===== config.mk =====
export PLATFORM = sky130hd
export DESIGN_NAME = spike_scheduler_flat
export DESIGN_NICKNAME = d
export VERILOG_FILES = /design/src/rtl/spike_scheduler_if.sv /design/src/rtl/spike_scheduler.sv /design/src/flat_wrapper.sv
export SDC_FILE = /design/constraint.sdc
export NUM_CORES = 1
export LEC_CHECK = 0
export ABC_CLOCK_PERIOD_IN_PS = 3450
export CORE_ASPECT_RATIO = 1.1
export CORE_MARGIN = 2
export CORE_UTILIZATION = 40
export CTS_CLUSTER_SIZE = 20
export DETAILED_ROUTE_END_ITERATION = 10
export MAX_ROUTING_LAYER = met4
export PLACE_DENSITY = 0.64
export SLEW_MARGIN = 10
export SYNTH_ARGS = -nofsm -noshare
export SYNTH_HDL_FRONTEND = slang
export SYNTH_SLANG_ARGS = --single-unit

===== constraint.sdc =====
create_clock -name clk -period 3.45 [get_ports clk]
set_input_delay 0.8625 -clock clk [delete_from_list [all_inputs] [get_ports clk]]
set_output_delay 0.8625 -clock clk [all_outputs]
set_load 0.02 [all_outputs]

===== src/rtl/spike_scheduler_if.sv =====
// Handshake bundle between the scheduler and the self-timed spiking network.
interface spike_scheduler_if #(
    parameter int unsigned NEURON_IN  = 4,
    parameter int unsigned NEURON_OUT = 2
);
    logic [NEURON_IN-1:0]  req_in;
    logic [NEURON_IN-1:0]  ack_in;
    logic [NEURON_OUT-1:0] req_out;
    logic [NEURON_OUT-1:0] ack_out;

    modport master (output req_in, input ack_in, input req_out, output ack_out);
    modport slave  (input req_in, output ack_in, output req_out, input ack_out);
endinterface


===== src/rtl/spike_scheduler.sv =====
// Sequences budgeted input spikes into the network round-robin (one 4-phase
// handshake at a time) and acknowledges/counts the network's output spikes.
module spike_scheduler #(
    parameter int unsigned NEURON_IN  = 4,
    parameter int unsigned NEURON_OUT = 2,
    parameter int unsigned CNT_W      = 8,
    parameter int unsigned GAP        = 2,
    parameter int unsigned TIMEOUT    = 255
) (
    input  logic                         clk,
    input  logic                         rst,
    input  logic                         load,
    input  logic [$clog2(NEURON_IN)-1:0] load_idx,
    input  logic [CNT_W-1:0]             load_cnt,
    input  logic                         start,
    input  logic                         clr_cnt,
    output logic                         busy,
    output logic                         done,
    output logic                         err,
    output logic [NEURON_OUT*CNT_W-1:0]  spike_cnt,
    spike_scheduler_if.master            net
);
    localparam int unsigned IDX_W = $clog2(NEURON_IN);
    localparam int unsigned TMR_W = $clog2(TIMEOUT + 1);
    localparam int unsigned GAP_W = (GAP > 1) ? $clog2(GAP) : 1;

    typedef enum logic [2:0] {S_IDLE, S_ARB, S_REQ, S_REL, S_GAP} state_t;

    state_t                state, state_d;
    logic [NEURON_IN-1:0]  ack_s1, ack_s2;
    logic [NEURON_OUT-1:0] rq_s1, rq_s2;
    logic [CNT_W-1:0]      budget [NEURON_IN];
    logic [IDX_W-1:0]      ptr, grant, grant_d, sel;
    logic                  sel_ok;
    logic [TMR_W-1:0]      tmr;
    logic [GAP_W-1:0]      gcnt;
    logic [NEURON_IN-1:0]  req_in_q, req_in_d;
    logic [NEURON_OUT-1:0] ack_out_q;
    logic                  busy_d, done_d, err_d;
    logic                  ack_g, tmr_hit, gap_hit, tmo, step;

    function automatic logic [IDX_W-1:0] wrap_idx(input logic [IDX_W-1:0] base,
                                                   input int unsigned off);
        return IDX_W'((32'(base) + off) % NEURON_IN);
    endfunction

    assign net.req_in  = req_in_q;
    assign net.ack_out = ack_out_q;
    assign ack_g       = ack_s2[grant];
    assign tmr_hit     = (tmr == TMR_W'(TIMEOUT - 1));
    assign gap_hit     = (gcnt == GAP_W'(GAP - 1));

    // Two-flop synchronizers for the self-timed handshake inputs.
    always_ff @(posedge clk or negedge rst) begin
        if (!rst) begin
            ack_s1 <= '0;
            ack_s2 <= '0;
            rq_s1  <= '0;
            rq_s2  <= '0;
        end else begin
            ack_s1 <= net.ack_in;
            ack_s2 <= ack_s1;
            rq_s1  <= net.req_out;
            rq_s2  <= rq_s1;
        end
    end

    // Round-robin pick: first non-empty budget at or after ptr, wrapping.
    always_comb begin
        sel    = '0;
        sel_ok = 1'b0;
        for (int i = int'(NEURON_IN) - 1; i >= 0; i--) begin
            if (budget[wrap_idx(ptr, unsigned'(i))] != '0) begin
                sel    = wrap_idx(ptr, unsigned'(i));
                sel_ok = 1'b1;
            end
        end
    end

    // FSM state register.
    always_ff @(posedge clk or negedge rst) begin
        if (!rst) state <= S_IDLE;
        else      state <= state_d;
    end

    // FSM next-state logic.
    always_comb begin
        state_d = state;
        unique case (state)
            S_IDLE: if (start) state_d = S_ARB;
            S_ARB:  state_d = sel_ok ? S_REQ : S_IDLE;
            S_REQ: begin
                if (ack_g)        state_d = S_REL;
                else if (tmr_hit) state_d = S_IDLE;
            end
            S_REL: begin
                if (!ack_g)       state_d = (GAP == 0) ? S_ARB : S_GAP;
                else if (tmr_hit) state_d = S_IDLE;
            end
            S_GAP:  if (gap_hit) state_d = S_ARB;
            default: state_d = S_IDLE;
        endcase
    end

    // FSM outputs: next values for the registered status and request lines.
    always_comb begin
        grant_d  = grant;
        req_in_d = '0;
        busy_d   = busy;
        done_d   = 1'b0;
        err_d    = err;
        tmo      = 1'b0;
        step     = 1'b0;
        unique case (state)
            S_IDLE: if (start) begin
                busy_d = 1'b1;
                err_d  = 1'b0;
            end
            S_ARB: begin
                if (sel_ok) begin
                    grant_d = sel;
                end else begin
                    done_d = 1'b1;
                    busy_d = 1'b0;
                end
            end
            S_REQ: tmo = !ack_g && tmr_hit;
            S_REL: begin
                tmo  = ack_g && tmr_hit;
                step = !ack_g;
            end
            default: ;
        endcase
        if (tmo) begin
            err_d  = 1'b1;
            done_d = 1'b1;
            busy_d = 1'b0;
        end
        if (state_d == S_REQ) req_in_d = NEURON_IN'(1) << grant_d;
    end

    // Registered outputs, grant/pointer, timers and per-input budgets.
    always_ff @(posedge clk or negedge rst) begin
        if (!rst) begin
            req_in_q <= '0;
            busy     <= 1'b0;
            done     <= 1'b0;
            err      <= 1'b0;
            grant    <= '0;
            ptr      <= '0;
            tmr      <= '0;
            gcnt     <= '0;
            for (int i = 0; i < int'(NEURON_IN); i++) budget[i] <= '0;
        end else begin
            req_in_q <= req_in_d;
            busy     <= busy_d;
            done     <= done_d;
            err      <= err_d;
            grant    <= grant_d;
            if (step) ptr <= wrap_idx(grant, 1);
            tmr  <= (state_d != state) ? '0 : tmr + TMR_W'(1);
            gcnt <= (state_d != state) ? '0 : gcnt + GAP_W'(1);
            for (int i = 0; i < int'(NEURON_IN); i++) begin
                if (tmo)
                    budget[i] <= '0;
                else if (step && grant == IDX_W'(i) && budget[i] != '0)
                    budget[i] <= budget[i] - CNT_W'(1);
                if (load && load_idx == IDX_W'(i))
                    budget[i] <= load_cnt;
            end
        end
    end

    // Output-side 4-phase slaves with saturating counters; clear beats increment.
    always_ff @(posedge clk or negedge rst) begin
        if (!rst) begin
            ack_out_q <= '0;
            spike_cnt <= '0;
        end else begin
            for (int k = 0; k < int'(NEURON_OUT); k++) begin
                if (rq_s2[k] && !ack_out_q[k]) begin
                    ack_out_q[k] <= 1'b1;
                    if (spike_cnt[k*CNT_W +: CNT_W] != '1)
                        spike_cnt[k*CNT_W +: CNT_W] <= spike_cnt[k*CNT_W +: CNT_W] + CNT_W'(1);
                end else if (!rq_s2[k]) begin
                    ack_out_q[k] <= 1'b0;
                end
                if (clr_cnt) spike_cnt[k*CNT_W +: CNT_W] <= '0;
            end
        end
    end
endmodule


===== src/flat_wrapper.sv =====
// flat-port wrapper written by rule: the top's interface ports become plain ports
module spike_scheduler_flat 
#(
    parameter int unsigned NEURON_IN  = 4,
    parameter int unsigned NEURON_OUT = 2,
    parameter int unsigned CNT_W      = 8,
    parameter int unsigned GAP        = 2,
    parameter int unsigned TIMEOUT    = 255
)
  (clk, rst, load, load_idx, load_cnt, start, clr_cnt, busy, done, err, spike_cnt, net_req_in, net_ack_in, net_req_out, net_ack_out);
  spike_scheduler_if #(.NEURON_IN(NEURON_IN), .NEURON_OUT(NEURON_OUT)) net_i ();
  input  logic clk;
  input  logic rst;
  input  logic load;
  input  logic [$clog2(NEURON_IN)-1:0] load_idx;
  input  logic [CNT_W-1:0] load_cnt;
  input  logic start;
  input  logic clr_cnt;
  output logic busy;
  output logic done;
  output logic err;
  output logic [NEURON_OUT*CNT_W-1:0] spike_cnt;
  output wire logic [$bits(net_i.req_in)-1:0] net_req_in;
  input wire logic [$bits(net_i.ack_in)-1:0] net_ack_in;
  input wire logic [$bits(net_i.req_out)-1:0] net_req_out;
  output wire logic [$bits(net_i.ack_out)-1:0] net_ack_out;
  assign net_req_in = net_i.req_in;
  assign net_i.ack_in = net_ack_in;
  assign net_i.req_out = net_req_out;
  assign net_ack_out = net_i.ack_out;
  spike_scheduler #(.NEURON_IN(NEURON_IN), .NEURON_OUT(NEURON_OUT), .CNT_W(CNT_W), .GAP(GAP), .TIMEOUT(TIMEOUT)) u_core (.clk(clk), .rst(rst), .load(load), .load_idx(load_idx), .load_cnt(load_cnt), .start(start), .clr_cnt(clr_cnt), .busy(busy), .done(done), .err(err), .spike_cnt(spike_cnt), .net(net_i));
endmodule

==> flow_metrics.env <==
export IMPL_routabilityCongestion=0.783
export IMPL_vias=3183
export IMPL_dieArea_sq_um=11500
export IMPL_synth_commonest_cells="85 x dfrtp_1, 62 x nand2_1, 45 x nor2_1"
export IMPL_wl_per_cell_um=14.0
export IMPL_grt_usage=0.174
export IMPL_viasPerCell=5.05
export IMPL_hold_viol_final=0
export IMPL_r2r_cells=9
export IMPL_setup_violations_final=0
export IMPL_yosys_area_top_type="dfrtp_1"
export IMPL_fmax_mhz=345
export IMPL_muxShareOfSynthArea=0.0159
export IMPL_fin_crit_sh=0.841
export IMPL_tightestPinTransition_ns=0.686
export IMPL_slew_headroom=0.543
export IMPL_syn_inst=432
export IMPL_synth_edff_count=0
export IMPL_insertion_delay_ns=0.35
export IMPL_critPathCaptureType="register"
export IMPL_route_detailed_drc=0
export IMPL_yosys_area_share_simple=0.219
export IMPL_hold_buffers=0
export IMPL_skew_ns=0.00719
export IMPL_power_density_nw_per_um2=644
export IMPL_ir_worst_vdd_v=0.000411
export IMPL_synth_fp_nets=470
export IMPL_clk_pin_slew_ns=0.06
export IMPL_yosys_register_bits=85
export IMPL_synth_xor_xnor_area_share=0.0967
export IMPL_ios=46
export IMPL_start_util=0.409
export IMPL_n_antenna_cell=0
export IMPL_first_pass_iters=4
export IMPL_worstReg2RegStart="u_core.grant[0]$_DFF_PN0_"
export IMPL_grt_ovfl_total=0
export IMPL_post_cts_resized=0
export IMPL_status="finished, final reports clean"
export IMPL_antenna_found_initial=0
export IMPL_worstSetupPathType="reg -> reg"
export IMPL_start_kind="register"
export IMPL_htreeDepth=3
export IMPL_startpoint="u_core.grant[0]$_DFF_PN0_"
export IMPL_port_buffers=45
export IMPL_synth_adder_area_share=0.0500
export IMPL_grt_pass1_wl_mm=15.0
export IMPL_timing_rr_end="u_core.budget[7]$_DFFE_PN0P_"
export IMPL_required_ns=3.66
export IMPL_synth_async_reset_ratio=1.00
export IMPL_tns_ns=0
export IMPL_synthTopCellsByArea="dfrtp_1 50%, xor2_1 6.4%, nand2_1 5.5%"
export IMPL_synth_main_ff_cell="dfrtp_1"
export IMPL_holdWs_ns=0.350
export IMPL_leakagePower_nw=2.19
export IMPL_wl_mm=8.83
export IMPL_syn_area_sq_um=4260
export IMPL_dp_hpwl_mm=6.22
export IMPL_min_from="u_core.ack_s1[1]$_DFF_PN0_"
export IMPL_cp_endpoint="u_core.budget[7]$_DFFE_PN0P_"
export IMPL_cts_path_max_buffers=2
export IMPL_post_cts_setup_buffers=0
export IMPL_area_growth_pct=22.1
export IMPL_drt_iter0_drc=158
export IMPL_crit_fanout=7
export IMPL_die_x_um=102
export IMPL_cts_tree="built"
export IMPL_avgSynthCellArea_sq_um=9.85
export IMPL_cts_sinks=85
export IMPL_arrival_ns=3.11
export IMPL_grt_max_degree=38
export IMPL_postRouteAntennaNets=0
export IMPL_rsz0062_at_grt="no"
export IMPL_layout_min_cycle_time_ns=2.90
export IMPL_root_buffer="clkbuf_16"
export IMPL_rrSetupSlack_ns=0.55
export IMPL_nNetsFinal=520
export IMPL_hp_class="reg -> reg"
export IMPL_floorplan_die_height_um=112
export IMPL_ys_seq_area_frac=0.500
export IMPL_ys_warnings_count=0
export IMPL_synth_compound_area_frac=0.0923
export IMPL_maxCapViolations=0
export IMPL_synth_top_family_by_area="simple AND/OR/NAND/NOR gates"
export IMPL_first_global_vias=3185
export IMPL_fp_row_count=39
export IMPL_synth_top_cell_area_share=0.500
export IMPL_synth_distinct_cells=51
export IMPL_cts_buffers=9
export IMPL_core_area_sq_um=10400
export IMPL_finalMaxSlewViolations=0
export IMPL_drive_above_1_share=0.0698
export IMPL_yosysMostFrequentCell="dfrtp_1"
==> state kept, by name (all words and copies together), names as in the netlist <==
signal / count
u_core.budget: 32
u_core.spike_cnt: 16
u_core.tmr: 8
u_core.ack_s1: 4
u_core.ack_s2: 4
u_core.net.req_in: 4
u_core.state: 3
u_core.grant: 2
u_core.net.ack_out: 2
u_core.ptr: 2
u_core.rq_s1: 2
u_core.rq_s2: 2
u_core.busy: 1
u_core.done: 1
u_core.err: 1
u_core.gap_hit: 1
==> critical path: stages (launching register included) <==
cell     delay (ns)
dfrtp_1        0.47
mux4_2         0.58
inv_1          0.12
ha_1           0.32
nand2_1        0.11
a31oi_1        0.49
nand2_1        0.15
nor4_1         0.26
xnor2_1        0.16
o21ai_0        0.09
==> how the worst min path moves through the flow <==
stage	slack, ns	cells past startpoint	end
floorplan	0.33	0	u_core.ack_s2[0]$_DFF_PN0_
global placement	0.34	0	u_core.rq_s2[1]$_DFF_PN0_
detailed placement	0.33	0	u_core.ack_s2[3]$_DFF_PN0_
CTS	0.35	0	u_core.rq_s2[1]$_DFF_PN0_
global route	0.35	0	u_core.ack_s2[1]$_DFF_PN0_
finish	0.35	0	u_core.ack_s2[1]$_DFF_PN0_
==> report_power, final <==
group          internal, W  switching, W  total [W]  leakage, nW
clock             0.000636      0.000402    0.00104        0.152
combinational     0.000387      0.000525   0.000912        0.955
sequential         0.00119      0.000207    0.00140         1.08
==> cell type report <==
type                    instances  area (sq um)
clock buffers                   9           225
well taps                     143           179
flip-flops and latches         85          2130
inverters                      19          71.3
repair buffers                 49           478
fillers                       928          5200
clock inverters                 7          97.6
multi-input cells             318          2020
==> cell usage in the layout, fill, tap and decap left out, drive strengths merged, types with 2 or more instances in the layout <==
master,n
o31ai,2
dfrtp,85
mux2i,3
clkinvlp,2
nand3,18
bufinv,2
nor3,5
nand3b,2
clkinv,2
nor4b,2
nand4b,2
and3,7
buf,5
xnor2,16
or2,4
nor2,45
clkdlybuf4s50,44
or4,4
or3,3
inv,20
nor2b,3
clkbuf,9
a22oi,2
nand2b,2
nand2,62
o21ai,43
a21oi,10
nand4,8
xor2,31
nor4,5
nor3b,3
a31oi,2
ha,17
and2,2
==> metal layers <==
| layer | track usage | vias to the layer above | routed length, um |
|---|---|---|---|
| li1 | - | 1574 | - |
| met1 | 0.225 | 1549 | 4220 |
| met2 | 0.261 | 47 | 4150 |
| met3 | 0.0405 | 13 | 277 |
| met4 | 0.0782 | 0 | 184 |
| met5 | - | - | 0 |
==> per-stage QoR <==
stage                     utilization  instances  cell area [sq um]  setup WS, ns  total power, W
after detailed placement        0.469        614               4870         0.579         0.00231
after global routing            0.500        630               5200         0.300         0.00358
after CTS                       0.500        630               5200         0.573         0.00338
final                           0.500        630               5200         0.548         0.00335
after floorplan                     -        432               4260         0.705         0.00204
after global placement          0.469        614               4870         0.728         0.00228
==> kinds of logic after synthesis <==
group,count (synthesis)
compound gates,68
xor+xnor,47
fa+ha+maj,17
buf+inv,29
flops,85
mux,5
simple gates,181
(Power assumes the default switching activity.)
==> patch, RTL diff (same settings) <==
`GAP` is set to 2 in 2 places; all go to 1.
--- a/src/rtl/spike_scheduler.sv
+++ b/src/rtl/spike_scheduler.sv
@@ -6,3 +6,3 @@
     parameter int unsigned CNT_W      = 8,
-    parameter int unsigned GAP        = 2,
+    parameter int unsigned GAP        = 1,
     parameter int unsigned TIMEOUT    = 255
--- a/src/flat_wrapper.sv
+++ b/src/flat_wrapper.sv
@@ -6,3 +6,3 @@
     parameter int unsigned CNT_W      = 8,
-    parameter int unsigned GAP        = 2,
+    parameter int unsigned GAP        = 1,
     parameter int unsigned TIMEOUT    = 255
Behaviour: no difference found for any inputs over 4 cycles, from zero or initial values and one cycle with rst low; that may be too few to reach the edited logic, so the function may still have changed.
==> patch against the original RTL <==
  * Synthesized cell count is 2.5% higher
  * Synthesized area is 2.1% higher
  * Worst setup slack better by 0.11 ns
  * Power is 1.7% higher
  * Combinational power is 9.6% higher
  * Routed wire length is 4.4% higher
  * Non-clock buffer count is 1 lower
  * Final area is 1.0% higher
  * Largest power group unchanged
  * Sequential cell count stayed put
==> patch: results (changes against the original RTL) <==
Status:
- The run finished with clean final reports.

Setup path:
- The highest net fanout along the worst path is 9 (+2).
- The signal arrival time at the worst endpoint is 3.05 ns (-0.06 ns).
- Tracing the worst setup path back leads to its startpoint at u_core.grant[0].
- The internal reg-to-reg setup slack is 0.65 ns (+0.11 ns).
- For this design, the slowest cell found on the critical path is sky130_fd_sc_hd__a21oi_1.

Cells and area:
- The proportion of layout cells with a drive suffix above 1 is 0.06869 (-0.001128).
- The number of nets at the end of the flow is 529 (+1.7%).
- In the final layout, the registers with the most flip-flops are u_core.budget (32), u_core.spike_cnt (16), u_core.tmr (8).
- The final core utilization was 0.5004 (about the same).

GRT:
- The maximum number of pins on one net before global-route repair came to 46 (+21%).
- The global-route wire length before repair came to 15520 µm (+3.5%).
- The total track usage is 0.1752 (+0.001039).
- The number of global-route vias before repair was 3283 (+3.1%).

Detailed routing:
- The routed wire length is 9215 µm (+4.4%).
- The total number of vias is 3352 (+5.3%).
- The violation count after the first detailed-route iteration is 163 (+3.2%).

Placement:
- The routability congestion estimate from global placement is 0.8333 (+6.4%).
- The port buffer count is 45 (unchanged).
- The detailed placer's ending HPWL is 6656 µm (+7.0%).
- The worst slack after detailed placement is 0.6727 ns (+0.09405 ns).

Power and ir drop:
- The static leakage is 0.002143 µW (-2.1%).
- The peak supply drop is 255.7 µV (-38%).
- The power dissipated by switching net loads is 1199 µW (+5.8%).

Yosys:
- The net count after synthesis is 481 (+2.3%).
- The fraction of registers with async set/reset is 1.000 (unchanged).
- The count of distinct cell types in the synthesized netlist is 55 (+7.8%).
- Ranked by instance count, the synthesized netlist is headed by sky130_fd_sc_hd__dfrtp_1, sky130_fd_sc_hd__nand2_1, sky130_fd_sc_hd__o21ai_0.
- The sequential-to-total area share from yosys stat is 0.4893 (-0.01050).
- After synthesis, the cell types taking the most area are sky130_fd_sc_hd__dfrtp_1, sky130_fd_sc_hd__xor2_1, sky130_fd_sc_hd__nand2_1.

Timing:
- The measured slew at the worst slew-check pin is 0.7775 ns (+0.09193 ns).
- The time the final worst path needs with I/O delays and setup is 2.796 ns (-0.1057 ns).
- The largest clock skew in the final design was 0.01022 ns (+0.003021 ns).

Clocking:
- The number of resized instances in the post-cts repair step is 0 (unchanged).
- The depth of the CTS H-tree is 3 (unchanged).
- The deepest clock path buffer count is 2 (unchanged).
patch: kinds of logic after synthesis:
kind of cell,after synthesis,synth area share
xor gates and xnor gates,46,0.09269
DFF,85,0.4893
adders and majority gates,17,0.04893
muxes,5,0.01439
and+or+nand+nor,184,0.2168
buffers and inverters,29,0.02504
AOI/OAI and AO/OA,77,0.1128
patch: final cells by class:
type / count / area (µm²)
Clock buffer: 11 / 232.7
Tap cell: 143 / 178.9
Clock inverter: 4 / 50.05
Sequential cell: 85 / 2127
Inverter: 18 / 67.56
Multi-Input combinational cell: 329 / 2111
Fill cell: 969 / 5241
Timing Repair Buffer: 48 / 483.0
patch: layer usage:
layer | track usage | up-vias | wire (µm)
li1 | - | 1640 | -
met1 | 0.2356 | 1619 | 4316
met2 | 0.2594 | 78 | 4297
met3 | 0.03644 | 15 | 410
met4 | 0.06842 | 0 | 191
met5 | - | - | 0
patch: worst paths after layout:
path                                      to  cells past startpoint
hold reg to reg             u_core.ack_s2[1]                      0
setup reg to reg           u_core.budget[21]                      8
min in group asynchronous      u_core.tmr[1]                      1
setup / recovery           u_core.budget[21]                      8
max in group asynchronous   u_core.budget[2]                      2
hold / removal              u_core.ack_s2[1]                      0
patch: critical path, delay by kind of cell (launching register included):
kind / cells / cell delay [ns]
XOR/XNOR: 1 / 0.18
AND/OR/NAND/NOR: 2 / 0.35
flip-flops: 1 / 0.44
AO/OA/AOI/OAI: 2 / 0.73
buffers and inverters: 1 / 0.13
adder cells (fa/ha/maj): 1 / 0.32
multiplexers: 1 / 0.56
patch: stage by stage:
stage | std cells | power (µW) | hold slack (ns) | cell area [µm²]
6_report | 638 | 3401 | 0.3415 | 5250
5_1_grt | 638 | 3630 | 0.3563 | 5250
4_1_cts | 638 | 3433 | 0.3509 | 5250
3_5_place_dp | 623 | 2481 | 0.3416 | 4967
3_3_place_gp | 623 | 2445 | 0.3326 | 4967
2_1_floorplan | 443 | 2166 | 0.3312 | 4347
patch: power by group through the flow:
| stage | Clock, µW | Combinational (µW) | Sequential (µW) |
|---|---|---|---|
| after detailed placement | 0 | 1000 | 1480 |
| final | 934 | 1000 | 1470 |
| after global routing | 996 | 1130 | 1500 |
| after global placement | 0 | 979 | 1470 |
| after floorplan | 0 | 758 | 1410 |
| after CTS | 961 | 1010 | 1460 |
